===== src/rtl/frogger_pkg.sv =====
// Shared constants and the 7-segment decoder for the Frogger score display.
// Segment order is gfedcba, active-low, matching the board HEX digits.
package frogger_pkg;

    localparam logic [6:0] SEG_BLANK = 7'b1111111;
    localparam logic [6:0] SEG_ZERO  = 7'b1000000;

    function automatic logic [6:0] bcd_to_seg(input logic [3:0] nibble);
        logic [6:0] seg;
        case (nibble)
            4'd0:    seg = 7'b1000000;
            4'd1:    seg = 7'b1111001;
            4'd2:    seg = 7'b0100100;
            4'd3:    seg = 7'b0110000;
            4'd4:    seg = 7'b0011001;
            4'd5:    seg = 7'b0010010;
            4'd6:    seg = 7'b0000010;
            4'd7:    seg = 7'b1111000;
            4'd8:    seg = 7'b0000000;
            4'd9:    seg = 7'b0010000;
            default: seg = SEG_BLANK;
        endcase
        return seg;
    endfunction

endpackage


===== src/rtl/bcd_digit.sv =====
// One BCD digit of the score counter; cout means "this and all lower digits
// are at 9", so chaining cin/cout gives a full same-cycle ripple carry.
module bcd_digit (
    input  logic       clock,
    input  logic       reset_n,
    input  logic       inc,
    input  logic       clear,
    input  logic       cin,
    output logic       cout,
    output logic [3:0] digit
);

    assign cout = cin & (digit == 4'd9);

    // Clear takes priority so an increment in the same cycle is dropped.
    always_ff @(posedge clock or negedge reset_n) begin
        if (!reset_n) begin
            digit <= 4'd0;
        end else if (clear) begin
            digit <= 4'd0;
        end else if (inc && cin) begin
            digit <= (digit == 4'd9) ? 4'd0 : digit + 4'd1;
        end
    end

endmodule


===== src/rtl/frogger_score_display.sv =====
// N-digit BCD score counter with high-score register, leading-zero blanking
// and optional blinking, driving active-low 7-segment HEX displays.
module frogger_score_display #(
    parameter int DIGITS        = 4,
    parameter int BLINK_W       = 8,
    parameter int BLANK_LEADING = 1
) (
    input  logic                  clock,
    input  logic                  reset_n,
    input  logic                  inc,
    input  logic                  clear,
    input  logic                  show_high,
    input  logic                  blink_en,
    output logic [4*DIGITS-1:0]   score_bcd,
    output logic [4*DIGITS-1:0]   high_bcd,
    output logic                  overflow,
    output logic [7*DIGITS-1:0]   hex
);
    import frogger_pkg::*;

    logic [DIGITS:0]       carry;
    logic                  saturated;
    logic                  digit_inc;
    logic [4*DIGITS-1:0]   shown;
    logic [DIGITS:0]       nonzero_above;
    logic [7*DIGITS-1:0]   hex_next;
    logic [BLINK_W-1:0]    blink_cnt;

    // The carry out of the top digit is set exactly when every digit is 9.
    assign carry[0]  = 1'b1;
    assign saturated = carry[DIGITS];
    assign digit_inc = inc & ~saturated;

    for (genvar g = 0; g < DIGITS; g++) begin : g_digit
        bcd_digit u_digit (
            .clock   (clock),
            .reset_n (reset_n),
            .inc     (digit_inc),
            .clear   (clear),
            .cin     (carry[g]),
            .cout    (carry[g+1]),
            .digit   (score_bcd[4*g +: 4])
        );
    end

    // Packed BCD orders the same as plain binary, so a direct compare works.
    always_ff @(posedge clock or negedge reset_n) begin
        if (!reset_n) begin
            high_bcd <= '0;
            overflow <= 1'b0;
        end else if (clear) begin
            if (score_bcd > high_bcd) begin
                high_bcd <= score_bcd;
            end
            overflow <= 1'b0;
        end else if (inc && saturated) begin
            overflow <= 1'b1;
        end
    end

    assign shown = show_high ? high_bcd : score_bcd;

    always_comb begin
        nonzero_above         = '0;
        hex_next              = '0;
        nonzero_above[DIGITS] = 1'b0;
        for (int i = DIGITS - 1; i >= 0; i--) begin
            nonzero_above[i] = (|shown[4*i +: 4]) | nonzero_above[i+1];
        end
        for (int i = 0; i < DIGITS; i++) begin
            if (blink_en && blink_cnt[BLINK_W-1]) begin
                hex_next[7*i +: 7] = SEG_BLANK;
            end else if (BLANK_LEADING != 0 && i > 0 && !nonzero_above[i]) begin
                hex_next[7*i +: 7] = SEG_BLANK;
            end else begin
                hex_next[7*i +: 7] = bcd_to_seg(shown[4*i +: 4]);
            end
        end
    end

    // Reset pattern matches what a zero score decodes to, so no glitch on release.
    always_ff @(posedge clock or negedge reset_n) begin
        if (!reset_n) begin
            blink_cnt <= '0;
            for (int i = 0; i < DIGITS; i++) begin
                hex[7*i +: 7] <= (i == 0 || BLANK_LEADING == 0) ? SEG_ZERO : SEG_BLANK;
            end
        end else begin
            blink_cnt <= blink_cnt + BLINK_W'(1);
            hex       <= hex_next;
        end
    end

endmodule


===== config.mk =====
export PLATFORM = sky130hd
export DESIGN_NAME = frogger_score_display
export DESIGN_NICKNAME = d
export VERILOG_FILES = /design/src/rtl/frogger_pkg.sv /design/src/rtl/bcd_digit.sv /design/src/rtl/frogger_score_display.sv
export SDC_FILE = /design/constraint.sdc
export NUM_CORES = 1
export LEC_CHECK = 0
export BUFFER_PORTS_ARGS = -buffer_cell sky130_fd_sc_hd__clkbuf_2
export CAP_MARGIN = 20
export CORE_MARGIN = 4
export CORE_UTILIZATION = 30
export CTS_BUF_LIST = sky130_fd_sc_hd__clkbuf_4
export CTS_CLUSTER_SIZE = 40
export DETAILED_ROUTE_END_ITERATION = 7
export SETUP_SLACK_MARGIN = 0.3
export SLEW_MARGIN = 10
export SYNTH_ARGS = -nofsm -noshare
export SYNTH_HDL_FRONTEND = slang
export SYNTH_SLANG_ARGS = --single-unit

===== constraint.sdc =====
create_clock -name clock -period 4.58 [get_ports clock]
set_input_delay 0.458 -clock clock [delete_from_list [all_inputs] [get_ports clock]]
set_output_delay 0.458 -clock clock [all_outputs]
set_load 0.01 [all_outputs]

==> impl_metrics.py <==
metrics = {
    "outcome": {
        "status": "complete, no violations",
    },
    "drt": {
        "drcViolationCount": 0,
        "vias": 3133,
        "wl_um": 9510,
        "wl_per_cell_um": 14.5,
        "drt_iter0_markers": 168,
        "firstDrtPassIters": 4,
        "ant_nets": 0,
        "avgViaCountPerCell": 4.79,
    },
    "worst_setup_path": {
        "worstSetupPathDepth": 6,
        "cpLargestDelayFamily": "compound AO/OA/AOI/OAI gates",
        "start_kind": "flop",
        "slowest_stage": "dfrtp_1",
        "r2r_cells": 6,
        "slowest_delay_ns": 0.47,
        "crit_start": "g_digit[3].u_digit.digit[3]",
        "crit_path_max_fanout": 12,
        "end_kind": "flop",
        "crit_type": "flop to flop",
        "crit_buf_inv": 1,
        "r2r-start": "g_digit[3].u_digit.digit[3]",
        "crit_path_end": "high_bcd[4]",
        "r2r_slack_ns": 2.10,
        "worstPathRequired_ns": 4.90,
        "cp_cell_sequence": "ha_1 -> nand4_2 -> a2111o_1 -> a31oi_2 -> buf_6 -> mux2_2",
        "crit_arrival_ns": 2.80,
        "reg2reg_to": "high_bcd[4]",
    },
    "sta": {
        "finalMaxSlewViolations": 0,
        "tightest_slew_ns": 0.762,
        "final.period_utilization_pct": 54.1,
        "setup_tns_ns": 0,
        "fin_ws_ns": 2.10,
        "final_period_minus_worst_setup_slack_ns": 2.48,
        "whs_ns": 0.0916,
        "rsz0062_at_grt": "no",
        "slew_headroom_pct": 47.7,
        "skew_ns": 0.0230,
        "finalHoldViolations": 0,
        "setup_violations": 0,
        "fmax_mhz": 403,
    },
    "cells_and_area": {
        "syn2layout_area_growth_pct": 15.8,
        "num-nets-final": 524,
        "num_antenna_cells": 0,
        "final_util_pct": 35.7,
        "fillers": 1355,
        "layout-drive-gt1-share_pct": 27.6,
        "design_area_um2": 4750,
        "seqCellArea_um2": 1750,
        "multi_input_area_um2": 2170,
        "fin_cells": 654,
    },
    "synthesis": {
        "postSynthNetCount": 455,
        "async_flop_share_pct": 100,
        "synth-edff-count": 0,
        "synth-seq-cells": 69,
        "syn_inst": 404,
        "ys_warn_count": 0,
        "ys_seq_area_share_pct": 42.8,
        "ys.flop_type": "dfrtp_1",
        "ys_types": 45,
        "avgSynthCellArea_um2": 10.1,
        "syn-cell-area_um2": 4100,
    },
    "die": {
        "fp-row-count": 42,
        "die-area_um2": 15600,
        "io_pins": 67,
        "core_area_um2": 13300,
        "die_x_um": 125,
        "die_h_um": 125,
        "initial_core_util_pct": 30.8,
    },
    "global_routing": {
        "antenna_found_initial": 0,
        "grt_usage_pct": 13.0,
        "grt_pass1_wl_um": 16500,
        "grt_max_degree": 37,
        "first_global_vias": 3239,
        "grt_overflow_total": 0,
    },
    "placement": {
        "portBuffers": 66,
        "dpl_cell_area_um2": 4600,
        "gp_congestion": 0.803,
        "preCtsSetupSlack_ns": 1.74,
        "placed_cells": 637,
        "place_hpwl_um": 7260,
    },
    "cts": {
        "post_cts_buffers": 0,
        "clkSinkCount": 69,
        "insertion_delay_ns": 0.44,
        "cts_tree": "built",
        "hold_buffers": 0,
        "post_cts_resized": 0,
        "cts_max_level": 3,
        "root_buffer": "clkbuf_4",
        "clk_pin_slew_ns": 0.11,
        "cts_buffers": 9,
        "clock_path_buffers": 2,
    },
    "pwr": {
        "power_leakage_nw": 2.40,
        "ir_worst_vdd_mv": 0.0828,
        "power_mw": 1.14,
        "power.density_nw_per_um2": 239,
    },
    "flow_run": {
        "drv_cap": 0,
    },
    "worst_hold_path": {
        "hold_class": "input pin to asynchronous set/reset pin",
    },
}
report_power, final:
group	internal [mW]	leakage, nW	switching [mW]
registers	0.633	0.844	0.00802
clock network	0.176	0.0782	0.215
logic	0.0374	1.48	0.0666
synth_stat cells (all sizes together) (4+ instances only):
cell type	n	area share (%)
dfrtp	47	29
nand2	46	4.2
ha	45	14
inv	32	2.9
o21ai	29	3.5
nor2	27	2.5
mux2i	25	6.1
dfstp	22	14
mux2	20	5.5
a21oi	19	2.3
nand3	12	1.5
nor3	7	0.85
xnor2	7	1.5
buf	6	1.0
a31oi	5	1.3
nand2b	5	0.76
nand4	5	0.92
clkbuf	4	0.37
worst min-delay path by stage:
stage,endpoint,from,depth (start not counted)
floorplan,blink_cnt[0],reset_n,0
global placement,blink_cnt[0],blink_cnt[0],1
detailed placement,blink_cnt[0],blink_cnt[0],1
CTS,blink_cnt[1],reset_n,1
global route,g_digit[3].u_digit.digit[0],reset_n,1
finish,g_digit[3].u_digit.digit[2],reset_n,1
logic make-up (layout without fill, tap and decap cells):
group / Yosys count / count (layout) / share of synthesized area, %
AO/OA/AOI/OAI: 70 / 70 / 10.7
flip-flops: 69 / 69 / 42.8
AND/OR/NAND/NOR: 123 / 123 / 14.7
buffers and inverters: 42 / 116 / 4.33
adder cells (fa/ha/maj): 45 / 45 / 13.7
multiplexers: 45 / 45 / 11.6
XOR/XNOR: 10 / 10 / 2.14
registers in the layout, summed over array words and instances (netlist names):
| name | flops |
|---|---|
| blink_cnt | 8 |
| g_digit.u_digit.digit | 16 |
| hex | 28 |
| high_bcd | 16 |
| overflow | 1 |
layout by cell type (no fill, tap or decap), drive strengths merged, types with 3 or more instances in the layout:
cell    instances
a211oi          3
a21oi          19
a31oi           5
and3b           3
buf             3
clkbuf         76
clkinv          4
dfrtp          47
dfstp          22
ha             45
inv            32
mux2           20
mux2i          25
nand2          46
nand2b          5
nand3          12
nand3b          3
nand4           5
nor2           27
nor2b           3
nor3            7
nor4            3
o21ai          29
xnor2           7
xor2            3
worst register-to-register path, stage by stage (launching register included):
cell      delay [ns]
dfrtp_1         0.47
ha_1            0.36
nand4_2         0.18
a2111o_1        0.44
a31oi_2         0.31
buf_6           0.25
mux2_2          0.36
area by class of cell:
type	count	share of cell area (%)
clock buffer	11	1.74
clock inverter	5	1.11
inverter	32	2.53
multi-input combinational	293	45.7
sequential	69	37.0
tap	176	4.64
timing repair buffer	68	7.36
per-layer routing:
layer	global-route usage, %	routed length (um)	vias to the layer above
li1	-	-	1550
met1	17.1	4390	1513
met2	20.6	4520	62
met3	3.99	487	8
met4	4.02	108	0
met5	0	0	-
(Power assumes the default switching activity.)
